### src/rtl/riscv_ctrl_pkg.sv
// Shared definitions for the multicycle RV32I control unit.
// Contents: supported opcodes, the FSM state encoding, ALUOp codes,
// ALUControl codes and the datapath select encodings (ImmSrc, ResultSrc,
// ALUSrcA, ALUSrcB), plus a helper that flags supported opcodes.
package riscv_ctrl_pkg;

    // Supported opcodes (instr[6:0])
    localparam logic [6:0] OP_LW     = 7'b0000011;
    localparam logic [6:0] OP_SW     = 7'b0100011;
    localparam logic [6:0] OP_R      = 7'b0110011;
    localparam logic [6:0] OP_IALU   = 7'b0010011;
    localparam logic [6:0] OP_BRANCH = 7'b1100011;
    localparam logic [6:0] OP_JAL    = 7'b1101111;

    // Main FSM states, binary encoded
    typedef enum logic [3:0] {
        S_FETCH    = 4'd0,
        S_DECODE   = 4'd1,
        S_MEMADR   = 4'd2,
        S_MEMREAD  = 4'd3,
        S_MEMWB    = 4'd4,
        S_MEMWRITE = 4'd5,
        S_EXECR    = 4'd6,
        S_EXECI    = 4'd7,
        S_ALUWB    = 4'd8,
        S_JAL      = 4'd9,
        S_BRANCH   = 4'd10
    } state_t;

    // Operation class handed from the FSM to the ALU decoder
    typedef enum logic [1:0] {
        ALUOP_ADD   = 2'b00,
        ALUOP_SUB   = 2'b01,
        ALUOP_FUNCT = 2'b10
    } aluop_t;

    // ALUControl codes
    localparam logic [2:0] ALU_ADD = 3'b000;
    localparam logic [2:0] ALU_SUB = 3'b001;
    localparam logic [2:0] ALU_AND = 3'b010;
    localparam logic [2:0] ALU_OR  = 3'b011;
    localparam logic [2:0] ALU_SLT = 3'b101;

    // Immediate extender select
    localparam logic [1:0] IMM_I = 2'b00;
    localparam logic [1:0] IMM_S = 2'b01;
    localparam logic [1:0] IMM_B = 2'b10;
    localparam logic [1:0] IMM_J = 2'b11;

    // Result mux select
    localparam logic [1:0] RES_ALUOUT    = 2'b00;
    localparam logic [1:0] RES_DATA      = 2'b01;
    localparam logic [1:0] RES_ALURESULT = 2'b10;

    // ALU operand A select
    localparam logic [1:0] SRCA_PC    = 2'b00;
    localparam logic [1:0] SRCA_OLDPC = 2'b01;
    localparam logic [1:0] SRCA_RD1   = 2'b10;

    // ALU operand B select
    localparam logic [1:0] SRCB_RD2    = 2'b00;
    localparam logic [1:0] SRCB_IMMEXT = 2'b01;
    localparam logic [1:0] SRCB_FOUR   = 2'b10;

    // True when the opcode is one this controller can sequence
    function automatic logic is_supported(input logic [6:0] op);
        logic ok;
        case (op)
            OP_LW, OP_SW, OP_R, OP_IALU, OP_BRANCH, OP_JAL: ok = 1'b1;
            default:                                        ok = 1'b0;
        endcase
        return ok;
    endfunction

endpackage

### src/rtl/multicycle_controller_if.sv
// Controller <-> datapath bundle.
// Instruction fields and the ALU zero flag flow from the datapath to the
// controller; every select and write enable flows back.
//   master: controller side (drives the controls)
//   slave : datapath side (drives instruction fields and zero)
interface multicycle_controller_if;
    logic [6:0] op;
    logic [2:0] funct3;
    logic       funct7b5;
    logic       zero;
    logic       PCWrite;
    logic       AdrSrc;
    logic       MemWrite;
    logic       IRWrite;
    logic       RegWrite;
    logic [1:0] ResultSrc;
    logic [1:0] ALUSrcA;
    logic [1:0] ALUSrcB;
    logic [2:0] ALUControl;
    logic [1:0] ImmSrc;

    modport master (
        input  op, funct3, funct7b5, zero,
        output PCWrite, AdrSrc, MemWrite, IRWrite, RegWrite,
               ResultSrc, ALUSrcA, ALUSrcB, ALUControl, ImmSrc
    );

    modport slave (
        output op, funct3, funct7b5, zero,
        input  PCWrite, AdrSrc, MemWrite, IRWrite, RegWrite,
               ResultSrc, ALUSrcA, ALUSrcB, ALUControl, ImmSrc
    );
endinterface

### src/rtl/alu_decoder.sv
// ALU decoder: turns the FSM's operation class plus instruction fields into
// the 3-bit ALUControl code. Purely combinational.
// Ports: aluop (class from FSM), funct3, op5 (instr[5]), funct7b5 (instr[30]),
//        alu_control (ALUControl out).
module alu_decoder
    import riscv_ctrl_pkg::*;
(
    input  aluop_t     aluop,
    input  logic [2:0] funct3,
    input  logic       op5,
    input  logic       funct7b5,
    output logic [2:0] alu_control
);

    // ALUControl selection; sub only for R-type (op5=1) with funct7b5 set
    always_comb begin
        alu_control = ALU_ADD;
        case (aluop)
            ALUOP_ADD: alu_control = ALU_ADD;
            ALUOP_SUB: alu_control = ALU_SUB;
            ALUOP_FUNCT: begin
                case (funct3)
                    3'b000: begin
                        if (op5 & funct7b5) begin
                            alu_control = ALU_SUB;
                        end else begin
                            alu_control = ALU_ADD;
                        end
                    end
                    3'b010:  alu_control = ALU_SLT;
                    3'b110:  alu_control = ALU_OR;
                    3'b111:  alu_control = ALU_AND;
                    default: alu_control = ALU_ADD;
                endcase
            end
            default: alu_control = ALU_ADD;
        endcase
    end

endmodule

### src/rtl/multicycle_controller.sv
// Multicycle RV32I control unit.
// Sequences each instruction through FETCH/DECODE/... states, drives all
// datapath selects and enables as Moore outputs (plus the branch decision
// from zero), decodes ImmSrc from op, flags unsupported opcodes and counts
// retired instructions.
// Ports: clk, rst_n (async active-low), bus (controller modport of
//        multicycle_controller_if), illegal_op (DECODE pulse for an
//        unsupported opcode), instret (retired-instruction count).
module multicycle_controller
    import riscv_ctrl_pkg::*;
#(
    parameter int INSTRET_W = 32
) (
    input  logic                 clk,
    input  logic                 rst_n,
    multicycle_controller_if.master bus,
    output logic                 illegal_op,
    output logic [INSTRET_W-1:0] instret
);

    state_t               state_r;
    state_t               next_state_s;
    logic [INSTRET_W-1:0] instret_r;
    logic                 retire_s;

    logic       pc_update_s;
    logic       branch_s;
    logic       adr_src_s;
    logic       mem_write_s;
    logic       ir_write_s;
    logic       reg_write_s;
    logic [1:0] result_src_s;
    logic [1:0] alu_src_a_s;
    logic [1:0] alu_src_b_s;
    aluop_t     aluop_s;
    logic [2:0] alu_control_s;
    logic [1:0] imm_src_s;
    logic       illegal_s;

    // State register; reset parks the FSM in FETCH immediately
    always_ff @(posedge clk or negedge rst_n) begin
        if (!rst_n) begin
            state_r <= S_FETCH;
        end else begin
            state_r <= next_state_s;
        end
    end

    // Next-state logic
    always_comb begin
        next_state_s = S_FETCH;
        case (state_r)
            S_FETCH: next_state_s = S_DECODE;
            S_DECODE: begin
                case (bus.op)
                    OP_LW, OP_SW: next_state_s = S_MEMADR;
                    OP_R:         next_state_s = S_EXECR;
                    OP_IALU:      next_state_s = S_EXECI;
                    OP_JAL:       next_state_s = S_JAL;
                    OP_BRANCH:    next_state_s = S_BRANCH;
                    default:      next_state_s = S_FETCH;
                endcase
            end
            S_MEMADR: begin
                if (bus.op == OP_LW) begin
                    next_state_s = S_MEMREAD;
                end else begin
                    next_state_s = S_MEMWRITE;
                end
            end
            S_MEMREAD:                   next_state_s = S_MEMWB;
            S_EXECR, S_EXECI, S_JAL:     next_state_s = S_ALUWB;
            S_MEMWB, S_MEMWRITE,
            S_ALUWB, S_BRANCH:           next_state_s = S_FETCH;
            default:                     next_state_s = S_FETCH;
        endcase
    end

    // Moore outputs per state
    always_comb begin
        pc_update_s  = 1'b0;
        branch_s     = 1'b0;
        adr_src_s    = 1'b0;
        mem_write_s  = 1'b0;
        ir_write_s   = 1'b0;
        reg_write_s  = 1'b0;
        result_src_s = RES_ALUOUT;
        alu_src_a_s  = SRCA_PC;
        alu_src_b_s  = SRCB_RD2;
        aluop_s      = ALUOP_ADD;
        case (state_r)
            S_FETCH: begin
                ir_write_s   = 1'b1;
                alu_src_a_s  = SRCA_PC;
                alu_src_b_s  = SRCB_FOUR;
                result_src_s = RES_ALURESULT;
                pc_update_s  = 1'b1;
            end
            S_DECODE: begin
                alu_src_a_s = SRCA_OLDPC;
                alu_src_b_s = SRCB_IMMEXT;
            end
            S_MEMADR: begin
                alu_src_a_s = SRCA_RD1;
                alu_src_b_s = SRCB_IMMEXT;
            end
            S_MEMREAD: begin
                adr_src_s = 1'b1;
            end
            S_MEMWB: begin
                result_src_s = RES_DATA;
                reg_write_s  = 1'b1;
            end
            S_MEMWRITE: begin
                adr_src_s   = 1'b1;
                mem_write_s = 1'b1;
            end
            S_EXECR: begin
                alu_src_a_s = SRCA_RD1;
                alu_src_b_s = SRCB_RD2;
                aluop_s     = ALUOP_FUNCT;
            end
            S_EXECI: begin
                alu_src_a_s = SRCA_RD1;
                alu_src_b_s = SRCB_IMMEXT;
                aluop_s     = ALUOP_FUNCT;
            end
            S_ALUWB: begin
                reg_write_s = 1'b1;
            end
            S_JAL: begin
                alu_src_a_s = SRCA_OLDPC;
                alu_src_b_s = SRCB_FOUR;
                pc_update_s = 1'b1;
            end
            S_BRANCH: begin
                alu_src_a_s = SRCA_RD1;
                alu_src_b_s = SRCB_RD2;
                aluop_s     = ALUOP_SUB;
                branch_s    = 1'b1;
            end
            default: begin
                pc_update_s = 1'b0;
            end
        endcase
    end

    // Immediate format follows op in every state, independent of the FSM
    always_comb begin
        imm_src_s = IMM_I;
        case (bus.op)
            OP_LW, OP_IALU: imm_src_s = IMM_I;
            OP_SW:          imm_src_s = IMM_S;
            OP_BRANCH:      imm_src_s = IMM_B;
            OP_JAL:         imm_src_s = IMM_J;
            default:        imm_src_s = IMM_I;
        endcase
    end

    alu_decoder u_alu_decoder (
        .aluop       (aluop_s),
        .funct3      (bus.funct3),
        .op5         (bus.op[5]),
        .funct7b5    (bus.funct7b5),
        .alu_control (alu_control_s)
    );

    // An unsupported op goes DECODE->FETCH, so no write state is ever reached
    assign illegal_s = (state_r == S_DECODE) & ~is_supported(bus.op);

    // Retirement happens on the edge leaving the last state of an instruction
    assign retire_s = (state_r == S_MEMWB) | (state_r == S_MEMWRITE) |
                      (state_r == S_ALUWB) | (state_r == S_BRANCH);

    // Retired-instruction counter, wraps naturally
    always_ff @(posedge clk or negedge rst_n) begin
        if (!rst_n) begin
            instret_r <= {INSTRET_W{1'b0}};
        end else if (retire_s) begin
            instret_r <= instret_r + {{(INSTRET_W-1){1'b0}}, 1'b1};
        end else begin
            instret_r <= instret_r;
        end
    end

    // Write enables are held off while reset is asserted even though the
    // FSM already sits in FETCH; selects simply show their FETCH values.
    // beq (funct3[0]=0) takes the branch on zero, bne on !zero.
    assign bus.PCWrite    = rst_n & (pc_update_s |
                            (branch_s & (bus.zero ^ bus.funct3[0])));
    assign bus.IRWrite    = rst_n & ir_write_s;
    assign bus.RegWrite   = rst_n & reg_write_s;
    assign bus.MemWrite   = rst_n & mem_write_s;
    assign bus.AdrSrc     = adr_src_s;
    assign bus.ResultSrc  = result_src_s;
    assign bus.ALUSrcA    = alu_src_a_s;
    assign bus.ALUSrcB    = alu_src_b_s;
    assign bus.ALUControl = alu_control_s;
    assign bus.ImmSrc     = imm_src_s;
    assign illegal_op     = rst_n & illegal_s;
    assign instret        = instret_r;

endmodule

### src/flat_wrapper.sv
// flat-port wrapper written by rule: the top's interface ports become plain ports
module multicycle_controller_flat import riscv_ctrl_pkg::*;
#(
    parameter int INSTRET_W = 32
)
  (clk, rst_n, illegal_op, instret, bus_op, bus_funct3, bus_funct7b5, bus_zero, bus_PCWrite, bus_AdrSrc, bus_MemWrite, bus_IRWrite, bus_RegWrite, bus_ResultSrc, bus_ALUSrcA, bus_ALUSrcB, bus_ALUControl, bus_ImmSrc);
  multicycle_controller_if bus_i ();
  input  logic clk;
  input  logic rst_n;
  output logic illegal_op;
  output logic [INSTRET_W-1:0] instret;
  input wire logic [$bits(bus_i.op)-1:0] bus_op;
  input wire logic [$bits(bus_i.funct3)-1:0] bus_funct3;
  input wire logic [$bits(bus_i.funct7b5)-1:0] bus_funct7b5;
  input wire logic [$bits(bus_i.zero)-1:0] bus_zero;
  output wire logic [$bits(bus_i.PCWrite)-1:0] bus_PCWrite;
  output wire logic [$bits(bus_i.AdrSrc)-1:0] bus_AdrSrc;
  output wire logic [$bits(bus_i.MemWrite)-1:0] bus_MemWrite;
  output wire logic [$bits(bus_i.IRWrite)-1:0] bus_IRWrite;
  output wire logic [$bits(bus_i.RegWrite)-1:0] bus_RegWrite;
  output wire logic [$bits(bus_i.ResultSrc)-1:0] bus_ResultSrc;
  output wire logic [$bits(bus_i.ALUSrcA)-1:0] bus_ALUSrcA;
  output wire logic [$bits(bus_i.ALUSrcB)-1:0] bus_ALUSrcB;
  output wire logic [$bits(bus_i.ALUControl)-1:0] bus_ALUControl;
  output wire logic [$bits(bus_i.ImmSrc)-1:0] bus_ImmSrc;
  assign bus_i.op = bus_op;
  assign bus_i.funct3 = bus_funct3;
  assign bus_i.funct7b5 = bus_funct7b5;
  assign bus_i.zero = bus_zero;
  assign bus_PCWrite = bus_i.PCWrite;
  assign bus_AdrSrc = bus_i.AdrSrc;
  assign bus_MemWrite = bus_i.MemWrite;
  assign bus_IRWrite = bus_i.IRWrite;
  assign bus_RegWrite = bus_i.RegWrite;
  assign bus_ResultSrc = bus_i.ResultSrc;
  assign bus_ALUSrcA = bus_i.ALUSrcA;
  assign bus_ALUSrcB = bus_i.ALUSrcB;
  assign bus_ALUControl = bus_i.ALUControl;
  assign bus_ImmSrc = bus_i.ImmSrc;
  multicycle_controller #(.INSTRET_W(INSTRET_W)) u_core (.clk(clk), .rst_n(rst_n), .bus(bus_i), .illegal_op(illegal_op), .instret(instret));
endmodule
### config.mk
export PLATFORM = sky130hd
export DESIGN_NAME = multicycle_controller_flat
export DESIGN_NICKNAME = d
export VERILOG_FILES = /design/src/rtl/riscv_ctrl_pkg.sv /design/src/rtl/multicycle_controller_if.sv /design/src/rtl/alu_decoder.sv /design/src/rtl/multicycle_controller.sv /design/src/flat_wrapper.sv
export SDC_FILE = /design/constraint.sdc
export NUM_CORES = 1
export LEC_CHECK = 0
export CAP_MARGIN = 20
export CORE_MARGIN = 2
export CORE_UTILIZATION = 50
export CTS_CLUSTER_DIAMETER = 120
export DETAILED_ROUTE_END_ITERATION = 10
export DONT_BUFFER_PORTS = 1
export GPL_ROUTABILITY_DRIVEN = 0
export PLACE_DENSITY_LB_ADDON = 0.08
export RECOVER_POWER = 100
export SLEW_MARGIN = 20
export SYNTH_ARGS = -nofsm -noshare
export SYNTH_HDL_FRONTEND = slang
export SYNTH_SLANG_ARGS = --single-unit
### constraint.sdc
create_clock -name clk -period 2.2 [get_ports clk]
set_clock_uncertainty 0.05 [all_clocks]
set_input_delay 0.22 -clock clk [delete_from_list [all_inputs] [get_ports clk]]
set_output_delay 0.22 -clock clk [all_outputs]
set_load 0.05 [all_outputs]
* Word-level counts from Yosys, hierarchy flattened *
Index checks and enable logic that the tools add are counted.

cells by class
  add/subtract/negate cells = 1
  equality and inequality tests = 21
  muxes and demuxes = 18
  bitwise gates (word level) = 14
  reduce and logical (&&, ||, !) cells = 12

operators with widths
  operator                                             count
  one-hot mux 4 bit (5 select lines)                   2
  adder 32 x 1 -> 32 bit, second input constant        1
  equality test 4 x 3 -> 1 bit, second input constant  4
  one-hot mux 2 bit (2 select lines)                   4
  equality test 7 x 6 -> 1 bit, second input constant  2
  equality test 7 bit, second input constant           2
  equality test 4 bit, second input constant           3
  one-hot mux 3 bit (4 select lines)                   1
  OR reduction 2 bit                                   6
  bitwise AND 1 bit                                    8
  equality test 4 x 2 -> 1 bit, second input constant  2
  two-way mux 1 bit                                    8
  equality test 7 x 2 -> 1 bit, second input constant  1
  equality test 7 x 5 -> 1 bit, second input constant  1
  equality test 3 bit, second input constant           2
  one-hot mux 2 bit (3 select lines)                   1
  one-hot mux 3 bit (2 select lines)                   1
  OR reduction 3 bit                                   2
  OR reduction 6 bit                                   1
  equality test 4 x 1 -> 1 bit, second input constant  1
  logical NOT 4 bit                                    1
  bitwise OR 1 bit                                     4
  OR reduction 4 bit                                   1
  equality test 3 x 2 -> 1 bit, second input constant  1
  other kinds (6)                                      6

storage, ports and cells
  flip-flop bits (word level) = 36
  bits of input ports = 14

* Depth between registers and ports, before layout *
  depth in word-level cells = 6
  depth in mapped cells = 8
  mapped depth without buffers = 8

* Cells and area by module *
A second synthesis with hierarchy kept.

second synthesis, totals
  cells, all modules = 221
  area total of the unflattened synthesis = 2153.3 um^2

modules (own cells, without submodules)
  module                 instances  cells each  area an instance (um^2)
  multicycle_controller  1          210         2057.0
  alu_decoder            1          11          96.3

* Worst setup path after synthesis *
No wires, ideal clock.

  path type = reg-to-output
  from = register u_core.state_r[1]
  to = output port bus_ALUControl[2]
  arrival time = 2.852 ns
  required time = 1.930 ns
  slack = -0.922 ns
  cell stages (with the launch flop) = 6
  cells stage by stage = dfrtp_1 clkbuf_1 clkbuf_1 nand3_1 ha_1 nor4_1

between the ends
  word-level cells in the longest chain between the ends = 5
  elaborated cells between the ends (all ways) = 8
  classes of those cells = 5 x eq/ne; 2 x mux; 1 x reduce/logical

ends and longest elaborated chain
  element                                                                     RTL line                     RTL
  from (decl)                                                                 multicycle_controller.sv:21  state_t state_r;
  from (signal assigned)                                                      multicycle_controller.sv:45  state_r <= next_state_s;
  equality test 4 x 3 -> 1 bit                                                multicycle_controller.sv:91  case (state_r)
  OR reduction 2 bit (no source line)                                         --
  one-hot mux 2 bit (2 select lines) *                                        multicycle_controller.sv:91
  equality test 2 bit / equality test 2 x 1 -> 1 bit (equally long branches)  alu_decoder.sv:18            case (aluop)
  one-hot mux 3 bit (2 select lines) *                                        alu_decoder.sv:18
  to (decl)                                                                   flat_wrapper.sv:24           output wire logic [$bits(bus_i.ALUControl)-1:0] bus_ALUControl;

Every way passes the cells marked *; elsewhere a longest branch is shown, timed or not.

* Worst setup path after layout *
  from = register u_core.state_r[2]
  to = register u_core.instret_r[9], in the netlist u_core.instret[9]

between the ends
  word-level cells in the longest chain between the ends = 4
  elaborated cells between the ends (all ways) = 7
  classes of those cells = 4 x eq/ne; 3 x bitwise

ends and longest elaborated chain
  element                         RTL line                      RTL
  equality test 4 x 3 -> 1 bit    multicycle_controller.sv:172  assign retire_s = (state_r == S_MEMWB) | (state_r == S_MEMWRITE) |
  bitwise OR 1 bit (2 in series)  multicycle_controller.sv:172
  bitwise OR 1 bit *              multicycle_controller.sv:173  (state_r == S_ALUWB) | (state_r == S_BRANCH);
  to (signal assigned)            multicycle_controller.sv:178  instret_r <= {INSTRET_W{1'b0}};
  to (signal assigned)            multicycle_controller.sv:180  instret_r <= instret_r + {{(INSTRET_W-1){1'b0}}, 1'b1};
  to (signal assigned)            multicycle_controller.sv:182  instret_r <= instret_r;
  to (decl)                       multicycle_controller.sv:23   logic [INSTRET_W-1:0] instret_r;

Marked as above.
A chain may end at the register's enable or synchronous reset.

==> flow_summary.toml <==
[floorplan]
pin_count = 63
die_w_um = 67.7
die_y_um = 67.7
coreArea_mm2 = 0.00394
fp.dieArea_mm2 = 0.00458
start_util = 0.514
std_cell_rows = 23

[drt]
dr.pass1.iters = 4
ant_nets = 0
initialDrtViolationCount = 100
via_per_inst = 5.50
drc = 0
finalWirelength_um = 4940
dr_total_vias = 1788
wl_per_cell_um = 15.2

[yosys]
synth_area_leaders = "dfrtp_1 44%, xnor2_1 7.8%, xor2_1 7.8%, nand2_1 4.4%, nor2_1 4.1%"
syn-cell-area_mm2 = 0.00203
syn_nets = 232
synth_top_area_frac = 0.445
yosysWarnings = 0
syn_inst = 215
postSynthAreaPerCell_um2 = 9.42
ys_seq_area_frac = 0.445
synth_cell_types = 36
synth_top_cell_by_area = "dfrtp_1"
synth-seq-cells = 36

[global_routing]
grt_pass1_vias = 1688
antenna_found_initial = 0
track_usage = 0.229
grt_first_pass_wirelength_um = 7860
grt_max_degree = 37
overflow = 0

[final_layout]
final_cell_mix = "35 x dfrtp_1, 30 x buf_4, 25 x clkbuf_1"
diodes = 0
layoutNonFillerInstCount = 325
layout_commonest_cell = "dfrtp_1"
drive_gt1_frac = 0.251
nNetsFinal = 291
syn2layout_area_growth_pct = 30.2
utilization = 0.669
final_area_mm2 = 0.00264

[critical_path]
crit_top_cell = "buf_4"
critPathBufInv = 3
crit_family = "simple AND/OR/NAND/NOR gates"
rr_worst_depth = 7
crit_path_max_incr_delay_ns = 0.48
cp-start-kind = "flop"
cp_cell_sequence = "buf_4 -> or3b_4 -> a2111oi_4 -> buf_4 -> buf_4 -> nand3_1 -> xnor2_1"
crit_path_end_kind = "flop"
critPathMaxFanout = 3
r2r_start = "u_core.state_r[2]"
worstSetupPathType = "reg2reg"
cp.arrival_ns = 2.25
ff2ff_setup_slack_ns = 0.08
worstPathRequired_ns = 2.32
cp_slowest_cell = "a2111oi_4"
r2r-end = "u_core.instret[9]"

[run_status]
status = "completed"

[sta]
slew_viol_final = 0
rsz0062_at_grt = "true"
fin_hold_ws_ns = 0.0660
slew_headroom = 0.416
max_freq_mhz = 471
hold_viol_final = 0
max_slew.worst_pin.slew_ns = 0.875
fin_crit_sh = 0.965
period_needed_ns = 2.12
finalSetupViolations = 0
finalSetupTns_ns = 0
fin_ws_ns = 0.0771

[min_path]
min_to = "u_core.state_r[1]"
hp-start = "bus_op[2]"
hold_path_class = "in2reg"
holdPathStages = 3

[placed_design]
numPortBuffers = 0
dp_hpwl_um = 3500
placed_cell_area_mm2 = 0.00252
place_inst = 309
place_ws_ns = 0.0885

[power]
p_leak_nw = 1.21
power_density_mw_per_mm2 = 754
ir_drop_mv = 0.679
power_mw = 1.99

[clocking]
cts.sinks = 36
cts_tree = "done"
insertion_delay_ns = 0.29
cts_root_buf = "clkbuf_8"
clk_pin_slew_worst_paths_ns = 0.07
cts_buffers = 5
max-clock-path-buffers = 2
ctsHtreeMaxLevel = 2

[run]
maxCapViolCount = 0
worst max-delay path by stage:
stage                                 start                  to  slack, ns  cells after the start
after global placement    u_core.state_r[3]  u_core.instret[25]       0.19                      5
after CTS                 u_core.state_r[2]   bus_ALUControl[2]       0.01                      8
after global routing      u_core.state_r[2]   u_core.instret[9]     -0.002                      7
after detailed placement  u_core.state_r[3]  u_core.instret[29]       0.09                      5
final                     u_core.state_r[2]   u_core.instret[9]       0.08                      7
after floorplan           u_core.state_r[3]          illegal_op      -0.42                      4
sequential cells by signal, indices dropped and copies added (netlist names):
register        flops
u_core.state_r      4
u_core.instret     32
power by group:
part	total [mW]	switching, mW	internal, mW
sequential	0.736	0.0346	0.702
clock	0.462	0.241	0.220
combinational	0.792	0.562	0.230
total	1.99	0.837	1.15
synth_stat cells:
library cell,instances
dfrtp_1,36
nand2_1,24
nor2_1,22
xnor2_1,18
xor2_1,18
nand3_1,13
nand4_1,8
nor3_1,8
inv_1,6
a21oi_1,5
and3_1,5
nor2b_1,5
and2_1,4
clkbuf_1,4
nor3b_1,4
nor4_1,4
a31oi_1,3
and4_1,3
buf_1,3
ha_1,3
o21ai_0,3
nor4b_1,2
a2111oi_0,1
a2111oi_4,1
a211oi_1,1
a21boi_0,1
buf_2,1
nand2b_1,1
nand4_4,1
nor3_2,1
nor4_2,1
o211ai_1,1
o311a_1,1
or3_1,1
or3b_1,1
or3b_4,1
worst min-delay path, cell delays in order:
cell	delay, ns
a2111oi_0	0.03
nand2_1	0.06
nor2_1	0.05
logic make-up after synthesis:
| kind of cell | count (synthesis) | synth area share |
|---|---|---|
| compound gates | 17 | 0.0630 |
| simple gates | 109 | 0.292 |
| flops | 36 | 0.445 |
| xor+xnor | 36 | 0.156 |
| buf+inv | 14 | 0.0266 |
| fa+ha+maj | 3 | 0.0185 |
routing by layer:
layer / global-route usage / vias up / routed length (µm)
met5: 0 / - / 0
met4: 0.0714 / 0 / 49
met3: 0.0633 / 6 / 316
met2: 0.391 / 48 / 2530
met1: 0.278 / 872 / 2040
li1: - / 862 / -
cell type report:
| type | instances | area (µm²) |
|---|---|---|
| flip-flops and latches | 36 | 902 |
| repair buffers | 60 | 377 |
| clock buffers | 5 | 68.8 |
| clock inverters | 3 | 18.8 |
| well taps | 50 | 62.6 |
| fillers | 315 | 1310 |
| multi-input cells | 165 | 1190 |
| inverters | 6 | 22.5 |
repair_timing:
item,CTS,global route
resized for setup,4,12
hold endpoints to repair,36,0
hold buffers,2,0
pin swaps,1,3
setup endpoints to repair,2,11
buffers inserted,1,5
Power figures use the tool's default switching activity.
